## src/rtl/dot_product_scheduler.sv

```systemverilog
// Sequences one job: issues weight rows to memory, feeds the shared DotProduct, streams
// per-neuron results and tracks the running argmax.
module dot_product_scheduler #(
  parameter int unsigned NUM_NEURONS = 10,
  parameter int unsigned DP_LATENCY  = 2
) (
  input  logic         clk,
  input  logic         GlobalReset,
  input  logic         start,
  input  logic [99:0]  pixels_in,
  output logic [9:0]   wmem_addr,
  output logic         wmem_ren,
  input  logic [189:0] wmem_rdata,
  output logic [99:0]  dp_pixels,
  output logic [189:0] dp_weights,
  input  logic [25:0]  dp_value,
  output logic         busy,
  output logic         result_valid,
  output logic [25:0]  result,
  output logic [9:0]   result_index,
  output logic         done,
  output logic [25:0]  best_value,
  output logic [9:0]   best_index
);

  typedef enum logic [1:0] {StIdle, StIssue, StDrain, StDone} state_e;

  localparam logic [9:0] LastRow = 10'(NUM_NEURONS - 1);

  state_e             state_q;
  logic [9:0]         row_q;
  logic [99:0]        pix_q;
  logic               ren_q;
  logic               busy_q;
  logic               done_q;
  logic [DP_LATENCY:0] vld_q;
  logic [9:0]         idx_q [DP_LATENCY+1];
  logic [25:0]        best_value_q;
  logic [9:0]         best_index_q;
  logic               pending;
  logic               take_best;

  // Entries still behind the output stage; the output stage itself drains this cycle.
  always_comb begin
    pending = 1'b0;
    for (int unsigned i = 0; i < DP_LATENCY; i++) begin
      pending = pending | vld_q[i];
    end
  end

  assign result_valid = vld_q[DP_LATENCY];
  assign result       = result_valid ? dp_value : '0;
  assign result_index = result_valid ? idx_q[DP_LATENCY] : '0;

  // Index 0 always seeds the argmax; strict compare keeps the lowest index on ties.
  assign take_best = result_valid &&
                     ((idx_q[DP_LATENCY] == '0) || ($signed(dp_value) > $signed(best_value_q)));

  always_ff @(posedge clk) begin
    if (GlobalReset) begin
      state_q      <= StIdle;
      row_q        <= '0;
      pix_q        <= '0;
      ren_q        <= 1'b0;
      busy_q       <= 1'b0;
      done_q       <= 1'b0;
      vld_q        <= '0;
      best_value_q <= '0;
      best_index_q <= '0;
      for (int unsigned i = 0; i <= DP_LATENCY; i++) begin
        idx_q[i] <= '0;
      end
    end else begin
      vld_q[0] <= ren_q;
      idx_q[0] <= row_q;
      for (int unsigned i = 1; i <= DP_LATENCY; i++) begin
        vld_q[i] <= vld_q[i-1];
        idx_q[i] <= idx_q[i-1];
      end

      if (take_best) begin
        best_value_q <= dp_value;
        best_index_q <= idx_q[DP_LATENCY];
      end

      unique case (state_q)
        StIdle: begin
          if (start) begin
            state_q <= StIssue;
            pix_q   <= pixels_in;
            row_q   <= '0;
            ren_q   <= 1'b1;
            busy_q  <= 1'b1;
          end
        end
        StIssue: begin
          if (row_q == LastRow) begin
            state_q <= StDrain;
            row_q   <= '0;
            ren_q   <= 1'b0;
          end else begin
            row_q <= row_q + 10'd1;
          end
        end
        StDrain: begin
          if (!pending) begin
            state_q <= StDone;
            busy_q  <= 1'b0;
            done_q  <= 1'b1;
          end
        end
        StDone: begin
          state_q <= StIdle;
          done_q  <= 1'b0;
        end
        default: begin
          state_q <= StIdle;
        end
      endcase
    end
  end

  assign wmem_addr  = row_q;
  assign wmem_ren   = ren_q;
  assign busy       = busy_q;
  assign done       = done_q;
  assign dp_pixels  = pix_q;
  assign dp_weights = wmem_rdata;
  assign best_value = best_value_q;
  assign best_index = best_index_q;

endmodule
```

## config.mk

```make
export PLATFORM = sky130hd
export DESIGN_NAME = dot_product_scheduler
export DESIGN_NICKNAME = d
export VERILOG_FILES = /design/src/rtl/dot_product_scheduler.sv
export SDC_FILE = /design/constraint.sdc
export NUM_CORES = 1
export LEC_CHECK = 0
export ABC_AREA = 1
export CORE_AREA = 2 2 272 274
export CTS_CLUSTER_SIZE = 16
export DETAILED_ROUTE_END_ITERATION = 16
export DIE_AREA = 0 0 274 276
export GPL_TIMING_DRIVEN = 0
export HOLD_SLACK_MARGIN = 0.15
export SLEW_MARGIN = 20
export SYNTH_ARGS = -nofsm -noshare
export SYNTH_HDL_FRONTEND = slang
export SYNTH_SLANG_ARGS = --single-unit
```

## constraint.sdc

```tcl
create_clock -name clk -period 1.9 [get_ports clk]
set_clock_uncertainty 0.05 [all_clocks]
set_input_delay 0.285 -clock clk [delete_from_list [all_inputs] [get_ports clk]]
set_output_delay 0.285 -clock clk [all_outputs]
set_load 0.1 [all_outputs]
```

# Yosys cells after proc, flatten, opt, wreduce, memory -nomap -nowiden
# Memory sizes are Yosys's and may differ from the RTL's.
# Cells that the tools add are included.
[op_classes]
n_addsub = 1
order_cmp = 1
n_eq_ne = 7
muxes = 22
bitwise = 4
reduce_logical = 13
[ops]
columns = ["op", "count"]
rows = [
  ["$mux W10", 6],
  ["$gt A26 B26 Y1", 1],
  ["$mux W26", 1],
  ["$pmux W10 S2", 1],
  ["$add A10 B1 Y10 const B", 1],
  ["$eq A10 B4 Y1 const B", 1],
  ["$logic_not A10 Y1", 1],
  ["$reduce_and A3 Y1", 3],
  ["$pmux W2 S4", 1],
  ["$mux W1", 7],
  ["$mux W2", 3],
  ["$ne A2 B2 Y1 const B", 3],
  ["$pmux W1 S2", 3],
  ["$reduce_and A2 Y1", 3],
  ["$reduce_bool A2 Y1", 3],
  ["$eq A2 B2 Y1 const B", 2],
  ["$or A1 B1 Y1", 4],
  ["$eq A2 B1 Y1 const B", 1],
  ["$logic_not A2 Y1", 1],
  ["$logic_and A1 B1 Y1", 1],
  ["$logic_or A1 B1 Y1", 1],
]
[totals]
ff_bits = 154
ram_bits = 30
in_bits = 319
out_inout_bits = 376
memories = 1
[mem_list]
columns = ["name", "depth", "width", "rd", "rd_clocked_by_memory_dff", "wr", "line", "rtl"]
rows = [
  ["idx_q", 3, 10, 3, 0, 3, "37", "logic [9:0] idx_q [DP_LATENCY+1];"],
]

# Longest topological paths before layout
[logic_depth]
word_depth = 3
depth_mapped = 17
mapped_depth_nobuf = 16

# Least setup slack after synthesis
# Ideal clock, no wire load.
[synth_path]
kind = "flip-flop to output port"
start = "register vld_q[2]"
end = "output result[14]"
arrival_ps = 2365
required_time_ps = 1565
slack_ps = -800
stages_incl_launch_ff = 6
n_path_buf = 3
cell_sequence = "dfxtp_1 clkbuf_1 buf_2 buf_1 nand2_1 inv_1"
[synth_via]
elab_chain_cells = 1
[synth_rtl]
columns = ["item", "line", "rtl"]
rows = [
  ["start: declaration", "36", "logic [DP_LATENCY:0] vld_q;"],
  ["start signal: indexed assignment", "77", "vld_q[i] <= vld_q[i-1];"],
  ["$mux W26", "52", "assign result = result_valid ? dp_value : '0;"],
  ["end: declaration", "19", "output logic [25:0] result,"],
]
# Every way passes these cells.

# Final worst setup path
[layout_path]
start = "input dp_value[21]"
end = "register best_value_q[24], in the netlist best_value[24]"
[layout_via]
elab_chain_cells = 3
[layout_rtl]
columns = ["item", "line", "rtl"]
rows = [
  ["start: declaration", "16", "input logic [25:0] dp_value,"],
  ["$gt A26 B26 Y1", "57", "((idx_q[DP_LATENCY] == '0) || ($signed(dp_value) > $signed(best_value_q)));"],
  ["$logic_or A1 B1 Y1", "57", ""],
  ["$logic_and A1 B1 Y1", "56", "assign take_best = result_valid &&"],
  ["end signal: assignment", "82", "best_value_q <= dp_value;"],
  ["end: declaration", "38", "logic [25:0] best_value_q;"],
]
# Every way passes these cells.
# A chain may end at the register's enable or synchronous reset.

==> results.py <==
metrics = {
    "hold_path": {
        "hp-class": "in2reg",
        "hold_start": "GlobalReset",
    },
    "grt": {
        "grt_pass1_vias": 9706,
        "grt_start_max_net_pins": 19,
        "grt-ovfl-total": 0,
        "grt.busiest_layer": "met2",
        "gr-usage-met1": 0.151,
        "track_usage": 0.116,
        "use_met3": 0.0514,
        "grt_pass1_wl_um": 64600,
        "antenna_found_initial": 5,
        "grt_util_met2": 0.173,
    },
    "critical_path": {
        "worst_path_dominant_cell_family": "simple AND/OR/NAND/NOR gates",
        "end_kind": "flip-flop",
        "path_class": "in2reg",
        "startpoint": "dp_value[21]",
        "slowest_stage": "clkdlybuf4s50_1",
        "slowest_delay_ns": 0.57,
        "path_cells": "clkdlybuf4s50_1 > ha_4 > nand2_1 > inv_2 > nand4_4 > nor2_2 > nand2_2 > nand3_2 > nand2_2 > nand3_4 > nand2_8 > buf_12 > buf_8 > nand3_2 > nand2_2 > nor2_1",
        "critPathArrivalTime_ns": 2.58,
        "regToRegSetupSlack_ns": -0.29,
        "worstPathMaxFanout": 7,
        "cp.required_ns": 2.28,
        "worst-path-buf-inv": 4,
        "r2r_start": "best_value[23]",
        "worstSetupStartpointType": "input port",
        "cpMostUsedCell": "nand2_2",
    },
    "final_layout": {
        "syn_to_final_growth_pct": 100,
        "final_net_count": 2186,
        "final_util": 0.254,
        "drive_gt1_frac": 0.394,
    },
    "status": {
        "outcome": "complete, but fails checks",
        "violations": "setup timing",
    },
    "sta": {
        "fin_crit_ns": 2.21,
        "worstMarginPinSlew_ns": 1.16,
        "maxSlewViolCount": 0,
        "finalSetupViolCount": 72,
        "finalHoldViolations": 0,
        "final.setup.worst_slack_ns": -0.306,
        "tns_ns": -13.43,
        "post-route-period-util": 1.16,
        "rsz0062_at_grt": "yes",
        "whs_ns": 0.253,
        "slew_headroom": 0.232,
        "timing.fmax_ghz": 0.453,
    },
    "logic_synthesis": {
        "synthArstFlopShare": 0,
        "synth_edf_count": 0,
        "synth_nets": 1619,
        "synth_top_area_share": 0.400,
        "synth_most_common_cell": "nor2_1",
        "synthFlopType": "dfxtp_1",
        "yosysTopAreaCell": "dfxtp_1",
        "synth_cells": 1267,
        "avgSynthCellArea_um2": 7.27,
        "synthTopCellsByArea": "dfxtp_1, buf_4, nor2_1",
        "seq_area_frac_synth": 0.400,
        "ys.warnings.count": 0,
        "syn_area_um2": 9210,
        "yosysUniqueCellTypes": 37,
        "synth-seq-cells": 184,
        "ys_top_cells_by_count": "nor2_1, buf_4, dfxtp_1",
    },
    "drt": {
        "wl_per_cell_um": 16.1,
        "drc": 0,
        "drt_pre_antenna_iters": 6,
        "drt_iter0_markers": 417,
        "wirelength_um": 45300,
        "vias": 9713,
        "ant_nets": 0,
        "viasPerCell": 3.46,
    },
    "power_and_ir_drop": {
        "p_sw_mw": 11.0,
        "ir_drop_v": 0.000968,
        "p_per_area_nw_per_um2": 1100,
        "internal_power_mw": 9.28,
        "sw_frac_of_total": 0.542,
        "p_leak_nw": 7.48,
        "clock_power_share": 0.190,
        "comb_power_share": 0.566,
        "p_seq_frac": 0.244,
    },
    "clocking": {
        "cts_tree": "built",
        "cts_buffers": 17,
        "clock_latency_ns": 0.49,
        "cts_root_buf": "clkbuf_16",
        "cts_buffer_depth": 2,
        "cts_max_level": 4,
        "holdBufCountCts": 0,
        "cts_sinks": 184,
        "clkTransAtPathRegs_ns": 0.08,
    },
    "floorplan": {
        "core-area_um2": 72600,
        "num_rows": 99,
        "ios": 695,
        "dieArea_um2": 75600,
        "fp.dieH_um": 276,
        "die_w_um": 274,
        "start_util": 0.127,
    },
    "run": {
        "maxCapViolations": 0,
    },
    "placement": {
        "port_buffers": 503,
        "dp_hpwl_um": 36000,
        "finalWeightedCongestion": 0.875,
    },
}
-- logic make-up after synthesis --
group | Yosys count | synth area share
simple gates | 482 | 0.213
fa+ha+maj | 33 | 0.0448
compound gates | 161 | 0.0902
flops | 184 | 0.400
buf+inv | 405 | 0.251
xor+xnor | 2 | 0.00190
-- final timing paths --
path,endpoint,depth (start not counted)
worst min register to register,idx_q[0][22],2
worst min-delay path,vld_q[0],2
worst max register to register,best_value[24],16
worst max-delay path,best_value[24],16
-- metrics by stage --
stage / power, mW / cells / instance area [µm²] / setup WS (ns)
after CTS: 20.4 / 2793 / 18000 / -0.237
after global placement: 16.1 / 2729 / 15800 / -1.32
final: 20.3 / 2809 / 18400 / -0.306
after detailed placement: 16.1 / 2729 / 15800 / -1.34
after floorplan: 13.2 / 1267 / 9600 / -0.195
after global routing: 21.2 / 2806 / 18400 / -0.433
-- metal layers --
metal | up-vias | routed length [µm]
met3 | 35 | 4290
met1 | 4485 | 20700
li1 | 4870 | -
met5 | - | 25
met2 | 319 | 19700
met4 | 4 | 618
-- layout make-up --
type,instances,area (µm²)
clock buffer,20,458
antenna,3,7.51
inverter,155,724
sequential,184,3800
clock inverter,12,151
timing repair buffer,549,6140
buffer,248,1850
fill,7806,54200
multi-input combinational,679,4100
tap,959,1200
-- worst register-to-register path, cell delays in order, from the launching register on --
cell and delay, ns:
dfxtp_4 0.36, inv_2 0.04, ha_4 0.28, nand2_4 0.05, nor2_4 0.13, nand4_4 0.13
nor2_2 0.14, nand2_2 0.08, nand3_2 0.07, nand2_2 0.06, nand3_4 0.10, nand2_8 0.11
buf_12 0.18, buf_8 0.13, nand3_2 0.06, nand2_2 0.05, nor2_1 0.11
-- cells in the final DEF, fill, tap and decap left out, drive strengths merged, types with 2 or more instances in the layout --
| cell | count |
|---|---|
| clkinvlp | 36 |
| a21oi | 49 |
| o21ai | 107 |
| ha | 33 |
| nor3b | 2 |
| clkdlybuf4s50 | 300 |
| buf | 298 |
| nor4 | 3 |
| clkdlybuf4s15 | 145 |
| dlymetal6s2s | 7 |
| nand2 | 131 |
| nand3 | 45 |
| nand4 | 5 |
| nor2 | 289 |
| nor3 | 6 |
| dlygate4sd2 | 6 |
| xor2 | 2 |
| inv | 125 |
| diode | 3 |
| clkinv | 5 |
| dfxtp | 184 |
| clkbuf | 60 |
-- registers in the layout (all words and copies together), names as in the netlist --
signal,count
dp_pixels,100
idx_q,30
best_value,26
best_index,10
wmem_addr,10
vld_q,3
state_q,2
busy,1
done,1
wmem_ren,1
-- power by group through the flow --
stage / Combinational, mW / Clock (mW) / Sequential (mW)
2_1_floorplan: 3.80 / 0 / 9.40
3_3_place_gp: 11.1 / 0 / 4.97
3_5_place_dp: 11.1 / 0 / 4.99
4_1_cts: 11.4 / 4.03 / 4.93
5_1_grt: 12.0 / 4.13 / 5.03
6_report: 11.5 / 3.85 / 4.94
-- what timing repair did --
action / in CTS / in global routing
gates resized for setup: 943 / 85
cloned: 7 / 4
pin swaps: 35 / 31
endpoints found under the setup margin: 336 / 103
buffers inserted: 25 / 13
Power figures use the tool's default switching activity.
